--- config.mk ---
export PLATFORM = sky130hd
export DESIGN_NAME = hangman_controller
export DESIGN_NICKNAME = d
export VERILOG_FILES = /design/src/rtl/hangman_controller.sv
export SDC_FILE = /design/constraint.sdc
export NUM_CORES = 1
export LEC_CHECK = 0
export BUFFER_PORTS_ARGS = -buffer_cell sky130_fd_sc_hd__buf_2
export CAP_MARGIN = 5
export CORE_MARGIN = 2
export CORE_UTILIZATION = 45
export CTS_CLUSTER_DIAMETER = 150
export DETAILED_ROUTE_END_ITERATION = 8
export PLACE_DENSITY_LB_ADDON = 0.12
export SYNTH_ARGS = -nofsm -noshare
export SYNTH_HDL_FRONTEND = slang
export SYNTH_SLANG_ARGS = --single-unit
--- constraint.sdc ---
create_clock -name clock -period 2.9 [get_ports clock]
set_input_delay 0.435 -clock clock [delete_from_list [all_inputs] [get_ports clock]]
set_output_delay 0.435 -clock clock [all_outputs]
set_load 0.05 [all_outputs]
--- src/rtl/hangman_controller.sv ---
// Hangman game sequencer: latches a four-letter word, checks one guess per two
// cycles, and tracks revealed positions, guessed letters and remaining lives.
module hangman_controller #(
  parameter int         MAX_LIVES = 6,
  parameter logic [5:0] BLANK     = 6'h3F
) (
  input  logic       clock,
  input  logic       reset,
  input  logic       start,
  input  logic [5:0] letter1,
  input  logic [5:0] letter2,
  input  logic [5:0] letter3,
  input  logic [5:0] letter4,
  input  logic       guess_valid,
  input  logic [5:0] guess_letter,
  output logic       guess_ready,
  output logic [5:0] disp1,
  output logic [5:0] disp2,
  output logic [5:0] disp3,
  output logic [5:0] disp4,
  output logic [3:0] revealed,
  output logic [2:0] lives_left,
  output logic       playing,
  output logic       won,
  output logic       lost,
  output logic       hit,
  output logic       miss,
  output logic       repeat_guess,
  output logic       reject
);

  typedef enum logic [2:0] {IDLE, LOAD, WAIT, CHECK, WIN, LOSE} state_t;

  state_t      state, state_next;
  logic [5:0]  word1, word2, word3, word4;
  logic [5:0]  guess_p0;
  logic [25:0] guessed;

  logic        in_range;
  logic [4:0]  idx;
  logic [25:0] guess_bit;
  logic        seen;
  logic [3:0]  match;
  logic [3:0]  reveal_next;
  logic [2:0]  lives_next;

  function automatic logic [2:0] sat_dec(input logic [2:0] v);
    return (v == 3'd0) ? 3'd0 : v - 3'd1;
  endfunction

  // Guess evaluation, decoded from the captured guess and registered game state
  always_comb begin
    in_range    = (guess_p0 >= 6'h0A) && (guess_p0 <= 6'h23);
    idx         = 5'(guess_p0 - 6'h0A);
    guess_bit   = 26'd1 << idx;
    seen        = in_range && |(guessed & guess_bit);
    match       = {word4 == guess_p0, word3 == guess_p0,
                   word2 == guess_p0, word1 == guess_p0};
    reveal_next = revealed | match;
    lives_next  = sat_dec(lives_left);
  end

  always_ff @(posedge clock) begin
    if (reset) state <= IDLE;
    else       state <= state_next;
  end

  always_comb begin
    state_next = state;
    case (state)
      LOAD:  state_next = WAIT;
      WAIT:  if (guess_valid) state_next = CHECK;
      CHECK: begin
        state_next = WAIT;
        if (in_range && !seen) begin
          if (|match) begin
            if (reveal_next == 4'b1111) state_next = WIN;
          end else if (lives_next == 3'd0) begin
            state_next = LOSE;
          end
        end
      end
      default: state_next = state;
    endcase
    // A new game request preempts everything, including a guess under evaluation
    if (start && state != LOAD) state_next = LOAD;
  end

  always_ff @(posedge clock) begin
    if (reset) begin
      word1        <= '0;
      word2        <= '0;
      word3        <= '0;
      word4        <= '0;
      guess_p0     <= '0;
      guessed      <= '0;
      revealed     <= '0;
      lives_left   <= '0;
      hit          <= 1'b0;
      miss         <= 1'b0;
      repeat_guess <= 1'b0;
      reject       <= 1'b0;
    end else begin
      hit          <= 1'b0;
      miss         <= 1'b0;
      repeat_guess <= 1'b0;
      reject       <= 1'b0;
      case (state)
        LOAD: begin
          word1      <= letter1;
          word2      <= letter2;
          word3      <= letter3;
          word4      <= letter4;
          guessed    <= '0;
          revealed   <= '0;
          lives_left <= 3'(MAX_LIVES);
        end
        WAIT: if (guess_valid) guess_p0 <= guess_letter;
        CHECK: if (!start) begin
          if (!in_range) begin
            reject <= 1'b1;
          end else if (seen) begin
            repeat_guess <= 1'b1;
          end else begin
            guessed <= guessed | guess_bit;
            if (|match) begin
              revealed <= reveal_next;
              hit      <= 1'b1;
            end else begin
              lives_left <= lives_next;
              miss       <= 1'b1;
            end
          end
        end
        default: ;
      endcase
    end
  end

  assign guess_ready = (state == WAIT);
  assign playing     = (state == WAIT) || (state == CHECK);
  assign won         = (state == WIN);
  assign lost        = (state == LOSE);
  assign disp1       = (revealed[0] || lost) ? word1 : BLANK;
  assign disp2       = (revealed[1] || lost) ? word2 : BLANK;
  assign disp3       = (revealed[2] || lost) ? word3 : BLANK;
  assign disp4       = (revealed[3] || lost) ? word4 : BLANK;

endmodule
==> reports/qor.csv <==
stage;metric;value;unit
floorplan;IO Pins;73;
sta;worst slew pin tran;0.855;ns
synthesis;Primary FF master, synth;dfxtp_1;
cts;clock sinks;70;
critical_path;CP Capture Type;flop;
sta;crit share post-route;92.5;%
drt;via count;3210;
synthesis;top cells by area, synth;dfxtp_1 39%, nand2_1 6.8%, a22o_1 4.9%, or2_2 4.4%, a21oi_1 4.2%;
cts;clock root buffer;clkbuf_8;
floorplan;Core Area;7690;um^2
sta;Pins Over Slew Limit;0;
global_routing;total congestion overflow;0;
sta;Final Hold Viols;0;
cts;Clock Pin Slew Worst Setup and Hold Paths;0.07;ns
floorplan;Rows;32;
sta;unrepaired setup endpoints after global routing;no;
synthesis;largest area contributor in the netlist;dfxtp_1;
final_layout;# fillers;760;
critical_path;Setup CP Type;flop to flop;
drt;WL final;8.95;mm
power_and_ir_drop;pwr/cell area;516;nW/um^2
power_and_ir_drop;Leak;1.67;nW
critical_path;origin of the worst setup path;guess_p0[2]$_SDFFE_PP0P_;
drt;via/cell ratio;5.44;
floorplan;Starting Density;46.2;%
cts;hold buffers post-CTS;0;
hold_path;hold_sp;guess_letter[0];
drt;Post-route DRC;0;
final_layout;final cell count without fillers;590;
drt;DRT Pass-1 Iters;4;
critical_path;critical-path maximum fanout;8;
global_routing;vias in the first global route;3113;
cts;Post-CTS Setup Bufs;0;
placement;placed insts;574;
synthesis;Ys Warns;0;
critical_path;Worst EP required;3.15;ns
synthesis;cell count after synthesis;414;
global_routing;initial antenna violation count;0;
job;max-cap violations;0;
synthesis;Synth Cell Area;3550;um^2
final_layout;Nets;520;
cts;clock buffer count from CTS;9;
synthesis;Seq/Total Area, Yosys;39.5;%
drt;routed length per instance;15.2;um
sta;setup TNS;0;ns
synthesis;Async SR Flop Fraction;0;%
floorplan;Die Span Y;92.8;um
synthesis;EDFF count, synth;0;
drt;drt initial violations;143;
run_status;outcome;finished clean;
critical_path;Critical Path Start Type;flop;
global_routing;Tot GR Track Use;22.1;%
synthesis;top cell type's share of synthesized area;39.5;%
synthesis;#FFs+latches synth;70;
placement;Post-Place Worst Slack;0.204;ns
sta;Tmin final;2.68;ns
floorplan;total die area;8620;um^2
sta;highest clock rate;0.373;GHz
cts;# H-tree levels;3;
final_layout;layout-stage area growth over the synthesis result;18.1;%
final_layout;layout cells sized above 1;28.3;%
cts;clk buf depth;2;
synthesis;Synthesized Nets;451;
floorplan;die outline width;92.8;um
cts;CTS tree;built;
sta;final setup skew;0.00759;ns
cts;CTS resizes;0;
placement;HPWL after DPL;6.68;mm
final_layout;ANT cells;0;
global_routing;largest net degree at the start of global routing;28;
sta;count of final setup violators;0;
critical_path;CP arrival;2.94;ns
power_and_ir_drop;peak supply drop;0.260;mV
synthesis;syn avg cell area;8.58;um^2
drt;Final ANT Viol Nets;0;
synthesis;count of different cell masters after synthesis;58;
critical_path;r2r startpoint;guess_p0[2]$_SDFFE_PP0P_;
global_routing;first-pass GRT wire length;15.2;mm
placement;gpl congestion;0.909;
sta;relative slew slack;42.8;%
cts;worst-skew pair later-pin latency;0.35;ns
sta;final worst slack;0.218;ns
placement;# port buffers;72;
hold_path;worst min path class;input port to flop;
==> final timing paths <==
kind | to | slack, ns | cells after the start
min reg2reg | guessed[8]$_SDFFE_PP0P_ | 0.47 | 2
min | guess_p0[0]$_SDFFE_PP0P_ | 0.32 | 3
max | guessed[16]$_SDFFE_PP0P_ | 0.22 | 9
max reg2reg | guessed[16]$_SDFFE_PP0P_ | 0.22 | 9
==> per-stage QoR <==
stage          hold slack, ns  total power [mW]  utilization (%)  area, um^2
3_3_place_gp            0.439              1.39             51.9        3990
3_5_place_dp            0.442              1.40             51.9        3990
6_report                0.317              2.16             54.6        4200
4_1_cts                 0.308              2.18             54.5        4190
2_1_floorplan           0.417              1.30                -        3550
5_1_grt                 0.314              2.27             54.6        4200
==> cells by family (layout without fill, tap and decap cells) <==
family / count (synthesis) / count (layout) / share of synthesized area, %
and+or+nand+nor: 177 / 177 / 25.2
adders and majority gates: 3 / 3 / 1.06
xor gates and xnor gates: 27 / 27 / 6.87
DFF: 70 / 70 / 39.5
muxes: 15 / 15 / 4.26
buffers and inverters: 34 / 108 / 5.00
AOI/OAI and AO/OA: 88 / 88 / 18.2
==> final cells by class <==
type	count	area [um^2]	share of cell area [%]
Inverter	7	26.3	0.626
Tap cell	102	128	3.04
Sequential cell	70	1400	33.5
Multi-Input combinational cell	310	1980	47.2
Timing Repair Buffer	85	458	10.9
Clock buffer	11	141	3.37
Clock inverter	5	58.8	1.40
==> cell usage after synthesis (3+ instances only) <==
cell,n
a21oi_1,30
a22o_1,20
and3_1,5
buf_2,4
buf_6,5
clkbuf_1,14
dfxtp_1,70
ha_1,3
inv_1,7
mux2i_1,14
nand2_1,64
nand2b_1,3
nand3_1,7
nand3b_1,3
nor2_1,24
nor2b_1,5
nor3_1,13
nor3b_1,4
nor4_1,6
o21a_1,7
o21ai_0,3
o31ai_1,5
or2_2,25
or3_1,4
or4_1,4
xnor2_1,10
xor2_1,16
==> per-layer routing <==
layer	up-vias	part of all wire [%]	routed length (um)	global-route usage (%)
met4	0	1.3	118	7.72
met3	11	5.5	491	3.66
met1	1519	47	4220	30.4
li1	1585	-	-	-
met2	95	46	4130	35.1
met5	-	0	0	0
==> flip-flops by register name (all words and copies together), names as in the netlist <==
name and flops:
guessed 26, guess_p0 6, word1 6, word2 6, word3 6, word4 6
revealed 4, lives_left 3, state 3, hit 1, miss 1, reject 1
repeat_guess 1
==> power by group <==
| part | internal (mW) | leakage, nW | switching, mW |
|---|---|---|---|
| combinational | 0.129 | 1.01 | 0.215 |
| sequential | 0.994 | 0.569 | 0.0350 |
| clock | 0.421 | 0.0955 | 0.371 |
| total | 1.54 | 1.67 | 0.621 |
==> critical path: stages (launching register included) <==
cell	delay [ns]
dfxtp_1	0.33
inv_1	0.07
ha_2	0.40
or2b_1	0.20
nor2_1	0.09
o311ai_2	0.29
o221ai_2	0.16
or2_1	0.30
or4_1	0.52
o31ai_1	0.24
==> cells in the final DEF (no fill, tap or decap), types with 3 or more instances in the layout <==
cell type,Yosys,layout
xnor2_1,10,10
o21ai_0,3,3
buf_2,4,72
nor3b_1,4,4
nand2_1,64,64
buf_4,2,13
o21a_1,7,7
xor2_1,16,16
dfxtp_1,70,68
mux2i_1,14,14
o31ai_1,5,5
inv_1,7,7
nor4_1,6,6
and3_1,5,5
or2_2,25,25
nor3_1,13,13
nand3b_1,3,3
or3_1,4,4
nand2b_1,3,3
clkbuf_8,0,10
nor2b_1,5,5
a22o_1,20,20
or4_1,4,4
nor2_1,24,22
a21oi_1,30,30
nand3_1,7,7
Note: power is estimated with default switching activity, not from simulation.
